[src/rtl/rca_pkg.sv]
// Shared constants for the 64-bit ripple-carry adder issue controller.
package rca_pkg;

   localparam int RCA_DATA_W  = 64;
   localparam int RCA_ADD_LAT = 2;
   localparam int RCA_RES_W   = RCA_DATA_W + 1;
   localparam int ISSUE_CNT_W = 16;

   typedef struct packed {
      logic                  crout;
      logic [RCA_DATA_W-1:0] sum;
   } rca_result_t;

endpackage

[src/rtl/rca64_issue_ctrl_sync_fifo.sv]
// Synchronous FIFO with occupancy count; push while full is accepted only with a same-cycle pop.
module sync_fifo #(
   parameter int WIDTH = 8,
   parameter int DEPTH = 4
) (
   input  logic                   clock,
   input  logic                   reset,
   input  logic                   push,
   input  logic [WIDTH-1:0]       wdata,
   input  logic                   pop,
   output logic [WIDTH-1:0]       rdata,
   output logic [$clog2(DEPTH):0] count,
   output logic                   full,
   output logic                   empty
);

   localparam int AW = $clog2(DEPTH);
   localparam int CW = AW + 1;

   logic [WIDTH-1:0] mem [DEPTH];
   logic [AW-1:0]    wr_ptr;
   logic [AW-1:0]    rd_ptr;
   logic             wr_en;
   logic             rd_en;

   assign full  = (count == CW'(DEPTH));
   assign empty = (count == '0);
   assign wr_en = push && (!full || pop);
   assign rd_en = pop && !empty;
   assign rdata = mem[rd_ptr];

   always_ff @(posedge clock) begin
      if (reset) begin
         wr_ptr <= '0;
         rd_ptr <= '0;
         count  <= '0;
      end else begin
         if (wr_en) wr_ptr <= wr_ptr + AW'(1);
         if (rd_en) rd_ptr <= rd_ptr + AW'(1);
         count <= count + CW'(wr_en) - CW'(rd_en);
      end
   end

   // Storage needs no reset: rdata is only consumed while the FIFO is non-empty.
   always_ff @(posedge clock) begin
      if (wr_en) mem[wr_ptr] <= wdata;
   end

endmodule

[src/rtl/rca64_issue_ctrl.sv]
// Credit-based issue controller around a fixed-latency, non-stallable adder pipeline.
module rca64_issue_ctrl
   import rca_pkg::*;
#(
   parameter int DATA_W    = RCA_DATA_W,
   parameter int IN_DEPTH  = 4,
   parameter int OUT_DEPTH = 4,
   parameter int ADD_LAT   = RCA_ADD_LAT
) (
   input  logic                   clock,
   input  logic                   reset,
   input  logic                   in_valid,
   output logic                   in_ready,
   input  logic [DATA_W-1:0]      in_op1,
   input  logic [DATA_W-1:0]      in_op2,
   output logic [DATA_W-1:0]      add_op1,
   output logic [DATA_W-1:0]      add_op2,
   input  logic [DATA_W-1:0]      add_sum,
   input  logic                   add_crout,
   output logic                   out_valid,
   input  logic                   out_ready,
   output logic [DATA_W-1:0]      out_sum,
   output logic                   out_crout,
   output logic                   busy,
   output logic [ISSUE_CNT_W-1:0] issue_cnt
);

   localparam int OP_W   = 2 * DATA_W;
   localparam int RES_W  = DATA_W + 1;
   localparam int IN_CW  = $clog2(IN_DEPTH) + 1;
   localparam int OUT_CW = $clog2(OUT_DEPTH) + 1;

   logic              in_push;
   logic              in_pop;
   logic [OP_W-1:0]   in_head;
   logic [IN_CW-1:0]  in_count;
   logic [IN_CW-1:0]  in_count_nxt;
   logic              in_full;
   logic              in_empty;

   logic              res_push;
   logic              out_pop;
   logic [RES_W-1:0]  out_head;
   logic [OUT_CW-1:0] out_count;
   logic              out_full;
   logic              out_empty;

   logic [ADD_LAT-1:0] pipe_v;
   logic [ADD_LAT-1:0] pipe_nxt;
   logic               issue;
   int                 inflight;

   sync_fifo #(.WIDTH(OP_W), .DEPTH(IN_DEPTH)) u_in_fifo (
      .clock (clock),
      .reset (reset),
      .push  (in_push),
      .wdata ({in_op1, in_op2}),
      .pop   (in_pop),
      .rdata (in_head),
      .count (in_count),
      .full  (in_full),
      .empty (in_empty)
   );

   sync_fifo #(.WIDTH(RES_W), .DEPTH(OUT_DEPTH)) u_out_fifo (
      .clock (clock),
      .reset (reset),
      .push  (res_push),
      .wdata ({add_crout, add_sum}),
      .pop   (out_pop),
      .rdata (out_head),
      .count (out_count),
      .full  (out_full),
      .empty (out_empty)
   );

   assign in_push      = in_valid && in_ready && !in_full;
   assign in_pop       = issue;
   assign in_count_nxt = in_count + IN_CW'(in_push) - IN_CW'(in_pop);

   // Every result already in flight has a reserved slot, so the adder never meets a full FIFO.
   always_comb begin
      inflight = 0;
      for (int i = 0; i < ADD_LAT; i++) inflight += int'(pipe_v[i]);
   end

   assign issue   = !in_empty && ((int'(out_count) + inflight) < OUT_DEPTH);
   assign add_op1 = issue ? in_head[OP_W-1:DATA_W] : '0;
   assign add_op2 = issue ? in_head[DATA_W-1:0]    : '0;

   always_comb begin
      pipe_nxt    = pipe_v << 1;
      pipe_nxt[0] = issue;
   end

   assign res_push = pipe_v[ADD_LAT-1];

   always_ff @(posedge clock) begin
      if (reset) begin
         pipe_v    <= '0;
         issue_cnt <= '0;
         in_ready  <= 1'b0;
      end else begin
         pipe_v    <= pipe_nxt;
         if (issue) issue_cnt <= issue_cnt + ISSUE_CNT_W'(1);
         in_ready  <= (in_count_nxt != IN_CW'(IN_DEPTH));
      end
   end

   assign out_valid = !out_empty;
   assign out_pop   = out_valid && out_ready;
   assign out_sum   = out_empty ? '0 : out_head[DATA_W-1:0];
   assign out_crout = out_empty ? 1'b0 : out_head[DATA_W];
   assign busy      = !in_empty || !out_empty || (|pipe_v);

   always_ff @(posedge clock) begin
      if (!reset) assert (!(res_push && out_full && !out_pop));
   end

endmodule
[config.mk]
export PLATFORM = sky130hd
export DESIGN_NAME = rca64_issue_ctrl
export DESIGN_NICKNAME = d
export VERILOG_FILES = /design/src/rtl/rca_pkg.sv /design/src/rtl/rca64_issue_ctrl_sync_fifo.sv /design/src/rtl/rca64_issue_ctrl.sv
export SDC_FILE = /design/constraint.sdc
export NUM_CORES = 1
export LEC_CHECK = 0
export CAP_MARGIN = 20
export CORE_MARGIN = 3
export CORE_UTILIZATION = 55
export CTS_CLUSTER_SIZE = 25
export DETAILED_ROUTE_END_ITERATION = 6
export HOLD_SLACK_MARGIN = 0.06
export PLACE_DENSITY = 0.8
export SYNTH_ARGS = -nofsm -noshare
export SYNTH_HDL_FRONTEND = slang
export SYNTH_SLANG_ARGS = --single-unit
[constraint.sdc]
create_clock -name clock -period 6.8 [get_ports clock]
set_input_delay 1.36 -clock clock [delete_from_list [all_inputs] [get_ports clock]]
set_output_delay 1.36 -clock clock [all_outputs]
set_load 0.02 [all_outputs]
# --- Yosys cells after proc, flatten, opt, wreduce, memory -nomap -nowiden ---
# Memories as Yosys holds them, arrays and structs flattened. A register that Yosys moved wholly into a read port is not among the register bits.
# Index checks and enable logic that the tools add are counted.
word_totals:
  ff_bits: 33
  latch_bits: 0
  mem_bits_rw: 772
  romBits: 0
  input_bits: 197
  out_inout_bits: 212
  wordCells: 59
  mem_count: 2
classes:
  n_addsub: 13
  multipliers: 0
  div: 0
  n_lt_le_gt_ge: 1
  eq_ne: 3
  shift: 0
  mux: 12
  bitwise: 0
  n_reduce_logical: 19
memory_table:
  columns: ["name", "words", "width", "rd", "rd_clocked_by_memory_dff", "wr", "line", "text"]
  rows:
  - ["u_in_fifo.mem", 4, 128, 1, 1, 1, "rca64_issue_ctrl_sync_fifo.sv:20", "logic [WIDTH-1:0] mem [DEPTH];"]
  - ["u_out_fifo.mem", 4, 65, 1, 1, 1, "rca64_issue_ctrl_sync_fifo.sv:20", null]
ops:
  columns: ["op", "n"]
  rows:
  - ["$mux 64", 3]
  - ["$add 16x1->16 const B", 1]
  - ["$add 3x1->3", 3]
  - ["$sub 3x1->3", 3]
  - ["$add 2x1->2 const B", 4]
  - ["$logic_and 1x1->1", 8]
  - ["$mux 2", 4]
  - ["$eq 3x3->1 const B", 2]
  - ["$logic_not 3->1", 2]
  - ["$mux 1", 5]
  - ["$add 3x2->4", 1]
  - ["$logic_not 1->1", 4]
  - ["$logic_or 1x1->1", 4]
  - ["$lt 4x3->1 const B", 1]
  - ["$ne 3x3->1 const B", 1]
  - ["$add 1x1->2", 1]
  - ["$reduce_or 2->1", 1]

# --- Depth between registers and ports, before layout ---
logic_depth:
  ltp_word: 8
  mapped_depth: 12
  depth_no_buf: 11

# --- Hierarchy ---
# From an unflattened synthesis, not the netlist that was laid out.
hier_totals:
  hier_cells: 1431
  area_unflattened_um2: 31243.7
modules_own_cells:
  columns: ["mod", "instances", "cells_per_inst", "area_each_um2", "seq_area_each_um2"]
  rows:
  - ["sync_fifo at u_in_fifo", 1, 719, 19053.3, 15554.9]
  - ["sync_fifo at u_out_fifo", 1, 390, 9905.8, 7987.7]
  - ["rca64_issue_ctrl", 1, 322, 2284.7, 380.4]

# --- Worst setup path after synthesis ---
# OpenSTA, ideal clock, no wires.
synth_timing:
  path_type: "input port to flip-flop"
  from: "input port in_valid"
  to: "memory u_in_fifo.mem[0][0] (netlist bit) (enable)"
  setup_time_ns: 0.502
  arrival_ns: 4.785
  required_time_ns: 6.298
  path_slack_ns: 1.513
  cell_stages: 3
  path_buffers: 0
  path_cell_list: "nand2_1 a21oi_1 and2_1"
synth_between:
  elab_chain_len: 5
synth_lines:
  columns: ["item", "line", "text"]
  rows:
  - ["start: declaration", "rca64_issue_ctrl.sv:12", "input logic in_valid,"]
  - ["$logic_and 1x1->1 (2 in series)", "rca64_issue_ctrl.sv:77", "assign in_push = in_valid && in_ready && !in_full;"]
  - ["$logic_and 1x1->1", "rca64_issue_ctrl_sync_fifo.sv:28", "assign wr_en = push && (!full || pop);"]
  - ["via u_in_fifo.wr_en", "rca64_issue_ctrl_sync_fifo.sv:23", "logic wr_en;"]
  - ["$mux 1", "rca64_issue_ctrl_sync_fifo.sv:46", "if (wr_en) mem[wr_ptr] <= wdata;"]
  - ["$mux 1 (not written as such)", "rca64_issue_ctrl_sync_fifo.sv:46", null]
  - ["end: declaration", "rca64_issue_ctrl_sync_fifo.sv:20", null]
# The timed path passes the listed nets, and every way through them passes these cells.

# --- Worst setup path after layout ---
layout_timing:
  from: "register u_out_fifo.count[0]"
  to: "output port add_op1[63]"
layout_between:
  elab_chain_len: 4
layout_lines:
  columns: ["item", "line", "text"]
  rows:
  - ["start: declaration", "rca64_issue_ctrl_sync_fifo.sv:12", "output logic [$clog2(DEPTH):0] count,"]
  - ["start signal: assignment", "rca64_issue_ctrl_sync_fifo.sv:40", "count <= count + CW'(wr_en) - CW'(rd_en);"]
  - ["$add 3x2->4", "rca64_issue_ctrl.sv:87", "assign issue = !in_empty && ((int'(out_count) + inflight) < OUT_DEPTH);"]
  - ["$lt 4x3->1", "rca64_issue_ctrl.sv:87", null]
  - ["$logic_and 1x1->1", "rca64_issue_ctrl.sv:87", null]
  - ["$mux 64", "rca64_issue_ctrl.sv:88", "assign add_op1 = issue ? in_head[OP_W-1:DATA_W] : '0;"]
  - ["end: declaration", "rca64_issue_ctrl.sv:16", "output logic [DATA_W-1:0] add_op1,"]
# No other way between the ends.

==> flow_summary_export.csv <==
group,metric,value,unit
status,status,"completed",
yosys,synth_cells,1414,
cells_and_area,area_growth,24.2,%
routing,avgViaCountPerCell,5.65,
sta,worst_slew_pin_slew,1.06,ns
clock_tree,clk_pin_slew_worst_paths,0.06,ns
yosys,synth_ff_type,"edfxtp_1",
routing,post_drt_wl_per_cell,24.2,microns
place,place_ws,1.94,ns
worst_setup_path,arrival,4.11,ns
floorplan,start_util,0.559,
clock_tree,cts_sinks,809,
floorplan,die_w,243,microns
grt,grt_pass1_vias,15894,
worst_setup_path,regToRegEndpoint,"in_ready",
pwr,power.leakage,12.2,nW
yosys,yosys_warnings,0,
clock_tree,postCtsSetupRepairBufs,0,
flow_run,drv_cap,0,
sta,slew_headroom,0.295,
floorplan,die-area,59100,sq um
clock_tree,cts_resized,0,
yosys,yosysMostFrequentCell,"edfxtp_1",
sta,slew_viol_final,0,
clock_tree,postCtsHoldBufs,0,
sta,setup_slack,1.33,ns
sta,max_freq,183,MHz
clock_tree,cts_buffers,80,
place,dp_hpwl,39200,microns
min_path,hold_class,"reg -> reg",
routing,ant_nets,0,
sta,setup_violations,0,
sta,rsz0062_at_grt,"no",
grt,grt_pass1_wl,98200,microns
cells_and_area,nFillCells,3385,
worst_setup_path,cp-end-kind,"primary output",
yosys,synthTopCellsByArea,"edfxtp_1, mux4_2, and2_1",
clock_tree,cts_tree,"yes",
sta,setup_tns,0,ns
yosys,synth_common_cells,"edfxtp_1, and2_1, mux4_2, dfxtp_1, clkbuf_1",
grt,grt_util_all_layers,0.221,
pwr,ir_worst_vdd,325,uV
yosys,netlist.area_leader.share,0.750,
yosys,netlist_area,30900,sq um
worst_setup_path,r2r_cells,11,
yosys,syn_area_per_cell,21.9,sq um
sta,post-route-min-period,5.47,ns
place,gp_congestion,0.772,
yosys,ys_async_sr_fraction,0,
routing,drc_errors,0,
pwr,p_per_area,401,nW/um^2
grt,grt_overflow_total,0,
routing,drt_iter0_markers,1170,
worst_setup_path,r2r_slack,3.10,ns
worst_setup_path,r2r_start,"u_out_fifo.count[0]",
yosys,ys_types,37,
yosys,synth_top_cell_by_area,"edfxtp_1",
cells_and_area,nets,2069,
cells_and_area,drive_gt1_frac,0.175,
routing,vias,15082,
grt,grt_max_degree,129,
worst_setup_path,critPathCapture,"add_op1[63]",
sta,fin_crit_sh,0.804,
sta,skew,0.00898,ns
worst_setup_path,crit_path_max_fanout,88,
floorplan,core_area,55300,sq um
sta,final_hold_viol_count,0,
floorplan,rows,86,
clock_tree,cts_max_path_buffers,3,
worst_setup_path,crit_start,"u_out_fifo.count[0]",
floorplan,ios,409,
yosys,yosysSeqAreaShare,0.774,
yosys,synth_nets,1630,
place,portBuffers,408,
worst_setup_path,start_kind,"flop",
clock_tree,cts_root_buf,"clkbuf_16",
clock_tree,clock_latency,0.61,ns
clock_tree,htree_num_levels,3,
floorplan,dieHeight,243,microns
routing,wl,64700,microns
yosys,synth-seq-cells,809,
worst_setup_path,cp.required,5.44,ns
worst_setup_path,crit_type,"reg -> out",
grt,antenna_found_initial,12,
routing,firstDrtPassIters,4,
yosys,synth_edf_count,772,
-- registers in the layout, indices dropped and copies added (netlist names), named ones only --
register and count:
u_in_fifo.wr_ptr 2, issue_cnt 16, u_out_fifo.wr_ptr 2, in_ready 1, u_in_fifo.count 3, pipe_v 2, u_out_fifo.count 3, u_out_fifo.rd_ptr 2
u_in_fifo.mem 512, u_in_fifo.rd_ptr 2, u_out_fifo.mem 260
-- layout make-up --
type | instances | area, sq um | share of cell area
Clock inverter | 40 | 359 | 0.00936
Timing Repair Buffer | 427 | 4330 | 0.113
Antenna cell | 5 | 12.5 | 0.000326
Tap cell | 748 | 936 | 0.0244
Inverter | 14 | 52.6 | 0.00137
Sequential cell | 809 | 23900 | 0.624
Clock buffer | 106 | 2120 | 0.0553
Multi-Input combinational cell | 521 | 6610 | 0.172
-- layer usage --
layer	global-route usage	routed length (microns)	up-vias
met3	0.0615	5740	96
met5	0	139	-
met1	0.301	25300	7779
met2	0.357	32400	591
met4	0.0582	1090	20
li1	-	-	6596
-- power breakdown --
part           switching, W  internal (W)
registers          0.000249       0.00587
logic               0.00257       0.00253
clock network       0.00178       0.00240
-- worst min path at each step --
stage	from	end	slack, ns	cells past startpoint
after floorplan	pipe_v[0]	pipe_v[1]	0.46	1
after global placement	pipe_v[0]	pipe_v[1]	0.47	1
after detailed placement	pipe_v[0]	pipe_v[1]	0.48	1
after CTS	pipe_v[0]	pipe_v[1]	0.50	1
after global routing	pipe_v[0]	pipe_v[1]	0.52	1
final	pipe_v[0]	pipe_v[1]	0.49	1
-- kinds of logic (layout without fill, tap and decap cells) --
kind of cell | after synthesis | in the layout | synth area share
AO/OA/AOI/OAI | 21 | 21 | 0.00551
XOR/XNOR | 23 | 23 | 0.00652
adder cells (fa/ha/maj) | 19 | 19 | 0.00842
buffers and inverters | 84 | 587 | 0.0123
flip-flops | 809 | 809 | 0.774
multiplexers | 198 | 198 | 0.142
other | 0 | 5 | 0
AND/OR/NAND/NOR | 260 | 260 | 0.0506
-- worst max-delay path, cell delays in order (launching register included) --
cell             delay, ns
dfxtp_1               0.33
ha_1                  0.28
a21o_1                0.14
nor4b_4               0.60
o21a_4                0.82
buf_4                 0.44
and2_1                0.19
clkdlybuf4s50_1       0.62
-- placed cells by master (no fill, tap or decap), types with 7 or more instances in the layout --
cell and count:
mux4_2 193, inv_1 14, and3_1 7, buf_12 7, dfxtp_1 33, clkdlybuf4s50_1 408
clkinv_1 16, nor2b_1 9, xor2_1 16, clkbuf_16 80, and2_1 194, o211ai_1 8
clkinv_2 9, edfxtp_1 772, xnor2_1 7, buf_4 11, nor2_1 30, clkbuf_1 24
ha_1 16
-- through the flow --
step                instance area, sq um  instances  utilization  power (W)  hold WS (ns)
CTS                                38300       2664        0.693     0.0156         0.495
global route                       38300       2666        0.693     0.0160         0.523
floorplan                          30900       1414            -    0.00916         0.459
detailed placement                 35800       2518        0.648     0.0114         0.482
finish                             38400       2670        0.694     0.0154         0.489
global placement                   35800       2517        0.648     0.0113         0.469
(Power assumes the default switching activity.)
